**src/rtl/wb_trap_pkg.sv**
```systemverilog
// Shared types and constants for the writeback / trap unit.
// Holds the FSM state enum, RISC-V opcodes, SYSTEM funct12 codes and cause values.
package wb_trap_pkg;

    typedef enum logic [1:0] {
        RUN      = 2'd0,
        REDIRECT = 2'd1,
        HALTED   = 2'd2
    } state_t;

    localparam logic [6:0] OP_SYSTEM = 7'b1110011;
    localparam logic [6:0] OP_JAL    = 7'b1101111;
    localparam logic [6:0] OP_JALR   = 7'b1100111;
    localparam logic [6:0] OP_BRANCH = 7'b1100011;

    localparam logic [11:0] F12_ECALL = 12'h000;
    localparam logic [11:0] F12_MRET  = 12'h302;

    localparam int unsigned CAUSE_ECALL_M = 11;
    // Interrupt flag sits in the MSB of mcause (bit 31 for RV32).
    localparam int unsigned CAUSE_IRQ_BIT = 31;

    localparam int unsigned IRQ_IDX_W = 4;

endpackage

```
**src/rtl/writeback_trap_unit_irq.sv**
```systemverilog
// Interrupt pending latch: per-line edge/level capture plus lowest-index select.
// Ports: clk/rst, irq_in, mask_in, clear_in, pending_out, req_valid_out, req_idx_out.
module irq_pending_latch
    import wb_trap_pkg::*;
#(
    parameter int unsigned          NUM_IRQ       = 4,
    parameter logic [NUM_IRQ-1:0]   IRQ_EDGE_MASK = 4'b0011
) (
    input  logic                    clk,
    input  logic                    rst,
    input  logic [NUM_IRQ-1:0]      irq_in,
    input  logic [NUM_IRQ-1:0]      mask_in,
    input  logic [NUM_IRQ-1:0]      clear_in,
    output logic [NUM_IRQ-1:0]      pending_out,
    output logic                    req_valid_out,
    output logic [IRQ_IDX_W-1:0]    req_idx_out
);

    logic [NUM_IRQ-1:0] prev_q;
    logic [NUM_IRQ-1:0] pending_q;
    logic [NUM_IRQ-1:0] pending_d;
    logic [NUM_IRQ-1:0] req;

    // A new edge in the same cycle as a clear wins, so it is not lost.
    always_comb begin
        pending_d = pending_q;
        for (int i = 0; i < NUM_IRQ; i++) begin
            if (IRQ_EDGE_MASK[i]) begin
                pending_d[i] = (pending_q[i] & ~clear_in[i])
                             | (irq_in[i] & ~prev_q[i]);
            end else begin
                pending_d[i] = irq_in[i];
            end
        end
    end

    always_ff @(posedge clk or posedge rst) begin
        if (rst) begin
            prev_q    <= '0;
            pending_q <= '0;
        end else begin
            prev_q    <= irq_in;
            pending_q <= pending_d;
        end
    end

    assign req = pending_q & mask_in;

    // Scan high to low so the lowest set index is the final assignment.
    always_comb begin
        req_valid_out = 1'b0;
        req_idx_out   = '0;
        for (int i = NUM_IRQ - 1; i >= 0; i--) begin
            if (req[i]) begin
                req_valid_out = 1'b1;
                req_idx_out   = IRQ_IDX_W'(i);
            end
        end
    end

    assign pending_out = pending_q;

endmodule

```
**src/rtl/writeback_trap_unit.sv**
```systemverilog
// Writeback stage with machine-mode trap handling (ECALL, MRET, interrupts, halt).
// Ports: retire inputs, irq lines/mask, rd forward, redirect pulse, CSR views, done.
module writeback_trap_unit
    import wb_trap_pkg::*;
#(
    parameter int unsigned          XLEN          = 32,
    parameter int unsigned          NUM_IRQ       = 4,
    parameter logic [NUM_IRQ-1:0]   IRQ_EDGE_MASK = 4'b0011,
    parameter logic [XLEN-1:0]      TRAP_VECTOR   = 32'h0000_0010,
    parameter logic [31:0]          HALT_WORD     = 32'h1111_1111
) (
    input  logic                clk,
    input  logic                rst,
    input  logic                in_valid,
    input  logic                stall_in,
    input  logic [31:0]         instr_in,
    input  logic [XLEN-1:0]     pc_in,
    input  logic [XLEN-1:0]     next_pc_in,
    input  logic [4:0]          rd_in,
    input  logic                rd_valid_in,
    input  logic [XLEN-1:0]     rd_data_in,
    input  logic [NUM_IRQ-1:0]  irq_in,
    input  logic [NUM_IRQ-1:0]  irq_mask_in,
    output logic                fwd_valid_out,
    output logic [4:0]          fwd_rd_out,
    output logic [XLEN-1:0]     fwd_data_out,
    output logic                redirect_valid_out,
    output logic [XLEN-1:0]     redirect_addr_out,
    output logic [XLEN-1:0]     mepc_out,
    output logic [XLEN-1:0]     mcause_out,
    output logic                mie_out,
    output logic [NUM_IRQ-1:0]  irq_pending_out,
    output logic                done_out
);

    state_t                 state_q;
    state_t                 state_d;
    logic [XLEN-1:0]        mepc_q;
    logic [XLEN-1:0]        mcause_q;
    logic [XLEN-1:0]        target_q;
    logic                   mie_q;
    logic                   mpie_q;

    logic                   retire;
    logic                   is_sys;
    logic                   is_ecall;
    logic                   is_mret;
    logic                   is_halt;
    logic                   suppress;
    logic                   take_irq;
    logic                   irq_valid;
    logic [IRQ_IDX_W-1:0]   irq_idx;
    logic [NUM_IRQ-1:0]     irq_clear;
    logic [XLEN-1:0]        irq_cause;

    assign is_sys   = instr_in[6:0] == OP_SYSTEM;
    assign is_ecall = is_sys && instr_in[31:20] == F12_ECALL;
    assign is_mret  = is_sys && instr_in[31:20] == F12_MRET;
    assign is_halt  = instr_in == HALT_WORD;
    assign retire   = in_valid && !stall_in && state_q == RUN;

    // Halt, ECALL and MRET never write rd, even if rd_valid_in is set.
    assign suppress = is_halt || is_ecall || is_mret;

    // Higher-priority events leave the interrupt pending for later.
    assign take_irq = retire && mie_q && irq_valid && !suppress;

    always_comb begin
        irq_clear = '0;
        for (int i = 0; i < NUM_IRQ; i++) begin
            irq_clear[i] = take_irq && (irq_idx == IRQ_IDX_W'(i));
        end
    end

    always_comb begin
        irq_cause                            = '0;
        irq_cause[XLEN-1]                    = 1'b1;
        irq_cause[IRQ_IDX_W-1:0]             = irq_idx;
    end

    irq_pending_latch #(
        .NUM_IRQ       (NUM_IRQ),
        .IRQ_EDGE_MASK (IRQ_EDGE_MASK)
    ) u_irq (
        .clk           (clk),
        .rst           (rst),
        .irq_in        (irq_in),
        .mask_in       (irq_mask_in),
        .clear_in      (irq_clear),
        .pending_out   (irq_pending_out),
        .req_valid_out (irq_valid),
        .req_idx_out   (irq_idx)
    );

    assign fwd_valid_out = retire && rd_valid_in && rd_in != 5'd0 && !suppress;
    assign fwd_rd_out    = fwd_valid_out ? rd_in : 5'd0;
    assign fwd_data_out  = fwd_valid_out ? rd_data_in : '0;

    always_ff @(posedge clk or posedge rst) begin
        if (rst) begin
            state_q <= RUN;
        end else begin
            state_q <= state_d;
        end
    end

    always_comb begin
        state_d = state_q;
        unique case (state_q)
            RUN: begin
                if (retire) begin
                    if (is_halt) begin
                        state_d = HALTED;
                    end else if (is_ecall || is_mret || take_irq) begin
                        state_d = REDIRECT;
                    end
                end
            end
            REDIRECT: state_d = RUN;
            HALTED:   state_d = HALTED;
            default:  state_d = RUN;
        endcase
    end

    always_comb begin
        redirect_valid_out = state_q == REDIRECT;
        redirect_addr_out  = redirect_valid_out ? target_q : '0;
        done_out           = state_q == HALTED;
    end

    // CSR and redirect target updates; MRET reads mepc before any change.
    always_ff @(posedge clk or posedge rst) begin
        if (rst) begin
            mepc_q   <= '0;
            mcause_q <= '0;
            target_q <= '0;
            mie_q    <= 1'b1;
            mpie_q   <= 1'b0;
        end else if (retire) begin
            unique case (1'b1)
                is_ecall: begin
                    mepc_q   <= pc_in;
                    mcause_q <= XLEN'(CAUSE_ECALL_M);
                    mpie_q   <= mie_q;
                    mie_q    <= 1'b0;
                    target_q <= TRAP_VECTOR;
                end
                is_mret: begin
                    mie_q    <= mpie_q;
                    mpie_q   <= 1'b1;
                    target_q <= mepc_q;
                end
                take_irq: begin
                    mepc_q   <= next_pc_in;
                    mcause_q <= irq_cause;
                    mpie_q   <= mie_q;
                    mie_q    <= 1'b0;
                    target_q <= TRAP_VECTOR;
                end
                default: begin
                end
            endcase
        end
    end

    assign mepc_out   = mepc_q;
    assign mcause_out = mcause_q;
    assign mie_out    = mie_q;

`ifdef WB_TRAP_TRACE
    always_ff @(posedge clk) begin
        if (retire && !is_halt) begin
            if (is_ecall || is_mret || take_irq) begin
                $display("[wb] trap pc=%h instr=%h irq=%0d", pc_in, instr_in, take_irq);
            end else begin
                $display("[wb] retire pc=%h instr=%h", pc_in, instr_in);
            end
        end
    end
`endif

endmodule
```
**config.mk**
```make
export PLATFORM = sky130hd
export DESIGN_NAME = writeback_trap_unit
export DESIGN_NICKNAME = d
export VERILOG_FILES = /design/src/rtl/wb_trap_pkg.sv /design/src/rtl/writeback_trap_unit_irq.sv /design/src/rtl/writeback_trap_unit.sv
export SDC_FILE = /design/constraint.sdc
export NUM_CORES = 1
export LEC_CHECK = 0
export BUFFER_PORTS_ARGS = -buffer_cell sky130_fd_sc_hd__buf_4
export CAP_MARGIN = 20
export CORE_AREA = 2 2 110 112
export DETAILED_ROUTE_END_ITERATION = 8
export DIE_AREA = 0 0 112 114
export GPL_ROUTABILITY_DRIVEN = 0
export PLACE_DENSITY = 0.75
export SYNTH_ARGS = -nofsm -noshare
export SYNTH_HDL_FRONTEND = slang
export SYNTH_SLANG_ARGS = --single-unit
```
**constraint.sdc**
```tcl
create_clock -name clk -period 2.4 [get_ports clk]
set_input_delay 0.12 -clock clk [delete_from_list [all_inputs] [get_ports clk]]
set_output_delay 0.12 -clock clk [all_outputs]
set_load 0.01 [all_outputs]
```
After elaboration in Yosys (flattened, before gate mapping)
Index checks and enable logic that the tools add are counted.
{"block": "classes", "n_reduce_logical": 28, "eq_ne": 8, "n_mux": 20, "bitwise": 11}
{"op": "$pmux W32 S2", "n": 3}
{"op": "$mux W32", "n": 2}
{"op": "$eq A32 B29 Y1 const B", "n": 1}
{"op": "$mux W2", "n": 7}
{"op": "$eq A12 B10 Y1 const B", "n": 1}
{"op": "$logic_and A1 B1 Y1", "n": 12}
{"op": "$logic_not A12 Y1", "n": 1}
{"op": "$eq A7 B7 Y1 const B", "n": 1}
{"op": "$reduce_and A2 Y1", "n": 3}
{"op": "$mux W5", "n": 1}
{"op": "$reduce_bool A5 Y1", "n": 1}
{"op": "$and A1 B1 Y1", "n": 4}
{"op": "$and A4 B4 Y4", "n": 1}
{"op": "$eq A4 B1 Y1 const B", "n": 1}
{"op": "$logic_not A4 Y1", "n": 1}
{"op": "$logic_or A1 B1 Y1", "n": 4}
{"op": "$mux W1", "n": 4}
{"op": "$not A1 Y1", "n": 4}
{"op": "$pmux W1 S2", "n": 2}
{"op": "$pmux W2 S2", "n": 1}
{"op": "$reduce_bool A2 Y1", "n": 2}
{"op": "$ne A3 B2 Y1 const B", "n": 1}
{"op": "$eq A2 B1 Y1 const B", "n": 1}
{"op": "$eq A2 B2 Y1 const B", "n": 1}
{"op": "other kinds (5)", "n": 7}
{"block": "totals", "output_inout_bits": 141, "wordCells": 75, "ff_bits": 106, "input_bits": 146}

Logic depth before layout (Yosys ltp)
Gate-level depths: netlist of the first run.
{"block": "logic_depth", "word_depth": 12, "mapped_depth": 9}

By module
A second synthesis of the first run with hierarchy kept.
{"block": "hier_totals", "hier_cells": 377, "hier_area_um2": 4436.8}
{"mod": "writeback_trap_unit", "seq_area_each_um2": 1828.0, "instances": 1, "area_each_um2": 4189.0, "cells_each": 354}
{"mod": "irq_pending_latch", "seq_area_each_um2": 150.1, "instances": 1, "area_each_um2": 247.7, "cells_each": 23}

Worst setup path after synthesis of the first run
No wires, ideal clock.
{"block": "synth_path", "kind": "input-to-reg", "from": "input instr_in[26]", "to": "register mepc_q[10] (netlist: mepc_out[10])", "path_stages": 9, "t_arrival_ns": 2.232, "setup_time_ns": 0.125, "path_slack_ns": 0.044, "cell_sequence": "or4b_4 nor4_4 or3b_1 buf_2 o21ai_1 and2_1 buf_6 buf_6 mux2_2"}
{"block": "synth_via", "elab_chain_len": 8, "word_cells_on_any_way": 12}
{"item": "start, declared", "line": "writeback_trap_unit.sv:16", "source": "input logic [31:0] instr_in,"}
{"item": "parallel branches: the longest is 8 deep, another holds $eq A32 B29 Y1"}
{"item": "end signal, assigned", "line": "writeback_trap_unit.sv:142", "source": "mepc_q <= pc_in;"}
{"item": "end signal, assigned", "line": "writeback_trap_unit.sv:154", "source": "mepc_q <= next_pc_in;"}
{"item": "end, declared", "line": "writeback_trap_unit.sv:38", "source": "logic [XLEN-1:0] mepc_q;"}
Parallel ways; which one is timed is not known.
A chain may end at the register's enable or synchronous reset.

Worst setup path after layout of the first run
{"block": "layout_path", "from": "register state_q[0]", "to": "output fwd_rd_out[3]"}
{"block": "layout_via", "elab_chain_len": 6}
{"item": "start, declared", "line": "writeback_trap_unit.sv:36", "source": "state_t state_q;"}
{"item": "start signal, assigned", "line": "writeback_trap_unit.sv:103", "source": "state_q <= state_d;"}
{"item": "$logic_not A2 Y1", "line": "writeback_trap_unit.sv:60", "source": "assign retire = in_valid && !stall_in && state_q == RUN;"}
{"item": "$logic_and A1 B1 Y1", "line": "writeback_trap_unit.sv:60"}
{"item": "$logic_and A1 B1 Y1 (3 in series)", "line": "writeback_trap_unit.sv:95", "source": "assign fwd_valid_out = retire && rd_valid_in && rd_in != 5'd0 && !suppress;"}
{"item": "$mux W5", "line": "writeback_trap_unit.sv:96", "source": "assign fwd_rd_out = fwd_valid_out ? rd_in : 5'd0;"}
{"item": "end, declared", "line": "writeback_trap_unit.sv:25", "source": "output logic [4:0] fwd_rd_out,"}
No other way between the ends.

==> results by group, run 1 <==
STA
  – RSZ-0062 raised after global routing: true
  – Final Critical Period: 2360 ps
  – Fmax: 0.423 GHz
  – Final Skew: 8.12 ps
  – Final setup viols: 0
  – Final hold violation count: 0
  – Worst slew pin tran: 668 ps
  – Slew Limit Fails: 0
  – Max-Slew Margin vs Limit: 55.4%
  – Final Cycle Share: 98.5%

Route
  – ANT nets after route: 0
  – Starting DRT DRC Count: 141
  – First-pass detailed-route iteration total: 4
  – Routed via count: 4,166
  – DRC errors left: 0
  – Routed wire length: 14,400 um
  – Per-cell routed wire length: 17.0 um
  – Vias per cell: 4.92

Critical path
  – Crit path DAT: 2240 ps
  – CP max stage delay: 400 ps
  – Critical path launch point type: flip-flop
  – Worst r2r dst: mepc_out[9]$_DFFE_PP0P_
  – Buf/Inv on CP: 2
  – Critical path capture point type: output port
  – Crit-path slowest cell: dfrtp_1
  – Worst r2r path cells: 7
  – Worst r2r src: u_irq.pending_out[1]$_DFF_PP0_
  – Worst-path fanout max: 12
  – CP Class: reg2out
  – Family with the most delay on the worst path: simple AND/OR/NAND/NOR gates
  – CP Cell Sequence: nor2_2, nand2_2, or2_4, or3_4, nor2_4, buf_6, and2_1, buf_4
  – R2r setup slk: 210 ps
  – Crit path required time: 2280 ps

Synth
  – Mapped Cells: 427
  – Post-synth top area cell: dfrtp_1
  – Post-Syn Area: 4460 um2
  – Number of synthesized flops with an enable pin: 0
  – Post-synthesis async set-or-reset flop share: 100%
  – Synth cell count leaders: 77 x dfrtp_1, 70 x and2_1, 69 x nand2_1
  – Top_reg_cell synth: dfrtp_1
  – Mapped Avg Cell Area: 10.4 um2
  – Seq/Total Area, Yosys: 43.8%
  – Syn. warnings: 0
  – Yosys reg bits: 78
  – Synth cell types: 49
  – Most common cell in the synthesized netlist: dfrtp_1
  – Synth area leaders: dfrtp_1 43%, and2_1 9.8%, mux2_4 9.1%, nand2_1 5.8%, mux2_1 5.1%
  – Post-synth top area share: 43.2%

GRT
  – Initial antenna violation count: 0
  – Global-route usage over all layers: 22.0%
  – Grt ovf: 0
  – Pin count of the biggest net entering global routing: 44
  – Vias in the first global route: 4,471
  – Global-route wire length before repair: 22,200 um

Pwr
  – Static Leak: 3.66 nW
  – Total Power: 4.86 mW
  – PwrDens: 695 nW/um2
  – Worst vdd ir: 0.000345 V

Clock tree
  – Worst-skew pair later-pin latency: 340 ps
  – Clock transition at the registers of the reported paths: 50 ps
  – Sink Count: 78
  – CTS Root Cell: clkbuf_16
  – CTS tree: built
  – CTS buffer count: 9
  – Longest Clk Path Bufs: 2
  – H-tree levels: 3

Floorplan
  – Core area: 11,700 um2
  – IO Count: 287
  – Die ar.: 12,800 um2
  – Initial Utilization: 38.0%
  – Die H: 114 um
  – Cell Rows: 40
  – Die Width: 112 um

Place
  – # port buffers: 258
  – Dpl cells: 822
  – Dpl hpwl: 10,800 um
  – Area of placed instances: 6520 um2

Finish
  – Layout cells sized above 1: 53.1%
  – Finished Core Util: 59.7%
  – Final net count: 841
  – Final Instance Area: 6990 um2
  – Ant diodes: 0
  – Post-Layout Cell Count: 846
  – Layout area overhead: 57.0%

Min path
  – Hold Startpoint: in_valid
  – Hold endpoint: state_q[1]$_DFFE_PP0P_
  – Min-delay worst type: in2reg
  – WHS Path Cells: 2

Job
  – Maxcap violations: 0

Run status
  – Outcome: finished clean
[how the worst max path moves through the flow]
| stage | to | cells after the start | slack [ps] | start |
|---|---|---|---|---|
| floorplan | mepc_out[10]$_DFFE_PP0P_ | 9 | 40 | instr_in[26] |
| global placement | mepc_out[22]$_DFFE_PP0P_ | 9 | 20 | instr_in[1] |
| detailed placement | mepc_out[16]$_DFFE_PP0P_ | 9 | -10 | instr_in[1] |
| CTS | fwd_data_out[20] | 8 | 40 | state_q[0]$_DFFE_PP0P_ |
| global route | fwd_rd_out[3] | 8 | -60 | state_q[0]$_DFFE_PP0P_ |
| finish | fwd_rd_out[3] | 8 | 40 | state_q[0]$_DFFE_PP0P_ |
[cells by family (layout without fill, tap and decap cells)]
| kind of cell | count (synthesis) | count (layout) | synth area share, % |
|---|---|---|---|
| compound gates | 22 | 22 | 3.48 |
| buf+inv | 62 | 307 | 8.87 |
| flops | 78 | 78 | 43.8 |
| mux | 64 | 64 | 18.4 |
| other cells | 1 | 28 | 0.0842 |
| simple gates | 200 | 200 | 25.3 |
[per-stage QoR]
stage	TNS [ps]	hold WS (ps)	worst slack, ps
6_report	0	39.1	35.1
5_1_grt	-868	29.9	-59.1
4_1_cts	0	21.9	39.7
3_5_place_dp	-44.5	230	-11.3
3_3_place_gp	0	229	16.7
2_1_floorplan	0	151	43.5
[cell usage in the layout (no fill, tap or decap), drive strengths merged, types with 2 or more instances in the layout]
cell type	instances
a31o	2
nor3	3
nand2	69
nor4	4
or3b	2
inv	6
nor2b	2
a22o	2
clkbuf	12
or4b	2
o31ai	2
clkinvlp	2
nor4b	2
o21ai	7
dfrtp	77
buf	280
clkinv	2
nand4	32
nor2	5
dlygate4sd3	5
conb	28
and2	70
mux2	64
and3	2
[layer usage]
metal	vias to the layer above	routed length, um	global-route usage, %
met3	24	1150	6.48
li1	1950	-	-
met5	-	0	0
met2	181	7930	40.9
met1	2011	5040	23.4
met4	0	300	8.70
[sequential cells by signal, summed over array words and instances, names as in the netlist]
register	count
mepc_out	32
target_q	32
mcause_out	4
u_irq.pending_out	4
state_q	2
u_irq.prev_q	2
mie_out	1
mpie_q	1
[layout make-up]
class	instances	area, um2
multi-input cells	314	2290
repair buffers	285	2260
well taps	147	184
inverters	7	27.5
clock inverters	3	20.0
fillers	987	4720
clock buffers	12	256
flip-flops and latches	78	1950
[where the power goes]
| group | internal (mW) | total, mW | switching [mW] |
|---|---|---|---|
| clock network | 0.749 | 1.27 | 0.518 |
| logic | 1.00 | 1.63 | 0.629 |
| registers | 1.65 | 1.96 | 0.306 |
| total | 3.41 | 4.86 | 1.45 |
[timing repair]
action	in CTS	in global routing
gates cloned	1	2
gates resized for setup	8	30
pin swaps	1	7
hold buffers	5	0
endpoints found under the hold margin	38	0
endpoints found under the setup margin	38	36
buffers inserted	0	1
Power figures use the tool's default switching activity.
==> run 2, diff against run 1 <==
Settings changed: BUFFER_PORTS_ARGS -buffer_cell sky130_fd_sc_hd__buf_4 to default, CORE_AREA 2 2 110 112 to 2 2 111 113, DIE_AREA 0 0 112 114 to 0 0 113 115, DONT_BUFFER_PORTS from default to 1, PLACE_DENSITY 0.75 to 0.52.
==> results by group, run 2 (synthesized netlist as in run 1, its figures left out) <==
Finish
  – Most frequent cells in the layout: 77 x dfrtp_1, 68 x nand2_1, 51 x and2_1, 32 x nand4_1, 28 x conb_1 (was 260 x buf_4, 77 x dfrtp_1, 68 x nand2_1, 56 x and2_1, 32 x nand4_1)
  – Final net count: 580 (was 841)
  – Post-Layout Cell Count: 586 (was 846)
  – Layout fillers: 1,150 (was 987)
  – Commonest non-fill, non-tap cell in the layout: dfrtp_1 (was buf_4)
  – Finished Core Util: 42.8% (was 59.7%)
  – Layout area overhead: 13.5% (was 57.0%)
  – Layout cells sized above 1: 26.0% (was 53.1%)
  – Ant diodes: 0 (unchanged)

GRT
  – Met3 GRT Util: 6.33% (was 6.48%)
  – Met2 Resource Use GR: 31.0% (was 40.9%)
  – Initial antenna violation count: 0 (unchanged)
  – Global routing's busiest layer: met2 (unchanged)
  – Vias in the first global route: 3,184 (was 4,471)
  – Global-route track usage on met1: 20.3% (was 23.4%)
  – Pin count of the biggest net entering global routing: 49 (was 44)
  – Grt ovf: 0 (unchanged)
  – Global-route usage over all layers: 17.7% (was 22.0%)
  – Global-route wire length before repair: 17,500 um (was 22,200 um)

Floorplan
  – Die Width: 113 um (was 112 um)
  – Core area: 11,800 um2 (was 11,700 um2)
  – Die H: 115 um (was 114 um)
  – Initial Utilization: 37.7% (was 38.0%)
  – Cell Rows: 40 (unchanged)
  – IO Count: 287 (unchanged)
  – Die ar.: 13,000 um2 (was 12,800 um2)

STA
  – Setup TNS: 0 ps (unchanged)
  – RSZ-0062 raised after global routing: true (unchanged)
  – Worst setup margin: 92.1 ps (was 35.1 ps)
  – Fmax: 0.433 GHz (was 0.423 GHz)
  – Final Critical Period: 2310 ps (was 2360 ps)
  – Worst slew pin tran: 971 ps (was 668 ps)
  – Slew Limit Fails: 0 (unchanged)
  – Final setup viols: 0 (unchanged)
  – Final Skew: 10.2 ps (was 8.12 ps)
  – Final Cycle Share: 96.2% (was 98.5%)
  – Max-Slew Margin vs Limit: 35.3% (was 55.4%)
  – Final hold violation count: 0 (unchanged)

Critical path
  – Critical path capture point type: output port (unchanged)
  – Worst r2r path cells: 5 (was 7)
  – Crit path DAT: 2190 ps (was 2240 ps)
  – CP Class: reg2out (unchanged)
  – Critical Path End: fwd_data_out[24] (was fwd_rd_out[3])
  – Worst r2r dst: mpie_q$_DFFE_PP0P_ (was mepc_out[9]$_DFFE_PP0P_)
  – CP max stage delay: 400 ps (about the same)
  – Crit. Startpoint: state_q[0]$_DFFE_PP0P_ (unchanged)
  – CP Cell Sequence: nor2_2, nand2_2, or2_4, or3_4, nor2_4, buf_12, and2_1 (was nor2_2, nand2_2, or2_4, or3_4, nor2_4, buf_6, and2_1, buf_4)
  – Worst-path fanout max: 20 (was 12)
  – R2r setup slk: 150 ps (was 210 ps)
  – Critical path launch point type: flip-flop (unchanged)
  – Worst r2r src: u_irq.pending_out[3]$_DFF_PP0_ (was u_irq.pending_out[1]$_DFF_PP0_)
  – Crit path required time: 2280 ps (about the same)
  – Crit-path slowest cell: dfrtp_1 (unchanged)

Clock tree
  – Longest Clk Path Bufs: 2 (unchanged)
  – CTS tree: built (unchanged)
  – CTS Root Cell: clkbuf_16 (unchanged)
  – Worst-skew pair later-pin latency: 340 ps (about the same)
  – Clock transition at the registers of the reported paths: 60 ps (was 50 ps)
  – H-tree levels: 3 (unchanged)
  – Sink Count: 78 (unchanged)
  – CTS buffer count: 9 (unchanged)

Route
  – First-pass detailed-route iteration total: 6 (was 4)
  – Starting DRT DRC Count: 141 (unchanged)
  – ANT nets after route: 0 (unchanged)
  – Per-cell routed wire length: 20.8 um (was 17.0 um)
  – Routed wire length: 12,200 um (was 14,400 um)
  – DRC errors left: 14 (was 0)
  – Routed via count: 3,159 (was 4,166)
  – Vias per cell: 5.39 (was 4.92)

Pwr
  – Static Leak: 2.37 nW (was 3.66 nW)
  – Worst vdd ir: 0.000413 V (was 0.000345 V)
  – PwrDens: 855 nW/um2 (was 695 nW/um2)

Job
  – Maxcap violations: 0 (unchanged)

Min path
  – Min-delay worst type: in2reg (unchanged)

Place
  – Dpl hpwl: 8560 um (was 10,800 um)
  – Place WS: -90.5 ps (was -11.3 ps)
  – Dpl cells: 561 (was 822)
  – # port buffers: 0 (was 258)

Run status
  – Failing checks: DRC
  – Outcome: complete, but fails checks (was finished clean)
==> run 2: changes by cell type in the layout (fill, tap and decap cells not counted), moves of 2 or more <==
cell,before,now
clkinvlp_4,2,0
buf_4,260,11
buf_6,16,0
and2_1,56,51
and2_4,13,18
==> run 2: how the worst min path moves through the flow <==
stage,from,to,slack [ps],cells past startpoint
floorplan,irq_in[2],u_irq.pending_out[2]$_DFF_PP0_,150,0
global placement,rst,mepc_out[18]$_DFFE_PP0P_,70,1
detailed placement,rst,mepc_out[17]$_DFFE_PP0P_,90,1
CTS,irq_mask_in[0],u_irq.pending_out[0]$_DFF_PP0_,3,3
global route,irq_mask_in[0],u_irq.pending_out[0]$_DFF_PP0_,20,3
finish,irq_mask_in[0],u_irq.pending_out[0]$_DFF_PP0_,10,3
==> run 2: report_power, final <==
group | switching (mW) | internal, mW | total (mW)
Clock | 0.528 | 0.893 | 1.42
Sequential | 0.488 | 1.65 | 2.14
Combinational | 0.298 | 0.468 | 0.765
Total | 1.31 | 3.01 | 4.33
==> run 2: final cells by class <==
class | count | area (um2) | area share, %
multi-input cells | 315 | 2310 | 45.7
flip-flops and latches | 78 | 1950 | 38.6
clock buffers | 14 | 274 | 5.42
repair buffers | 23 | 270 | 5.34
well taps | 147 | 184 | 3.64
clock inverters | 2 | 38.8 | 0.767
inverters | 7 | 27.5 | 0.544
==> run 2: per-stage QoR <==
stage / instance area (um2) / total power, mW / hold slack [ps]
after floorplan: 4560 / 2.70 / 151
after global placement: 4580 / 2.88 / 74.8
after detailed placement: 4580 / 2.90 / 93.2
after CTS: 5050 / 4.38 / 2.88
after global routing: 5060 / 4.53 / 22.3
final: 5060 / 4.33 / 11.8
==> run 2: repair_timing <==
item,CTS,global route
resized for setup,24,1
pin swaps,2,3
hold endpoints to repair,37,0
setup endpoints to repair,38,19
cloned,1,1
setup buffers,1,0
hold buffers,6,0
==> run 2: layer usage <==
layer | part of all wire (%) | up-vias
li1 | - | 1428
met1 | 40 | 1557
met2 | 51 | 163
met3 | 8.0 | 11
met4 | 1.2 | 0
met5 | 0 | -
==> run 2: critical path: cells and delay by family (launching register included) <==
| family | cells | cell delay [ps] |
|---|---|---|
| buf+inv | 1 | 170 |
| flops | 1 | 400 |
| simple gates | 6 | 1270 |
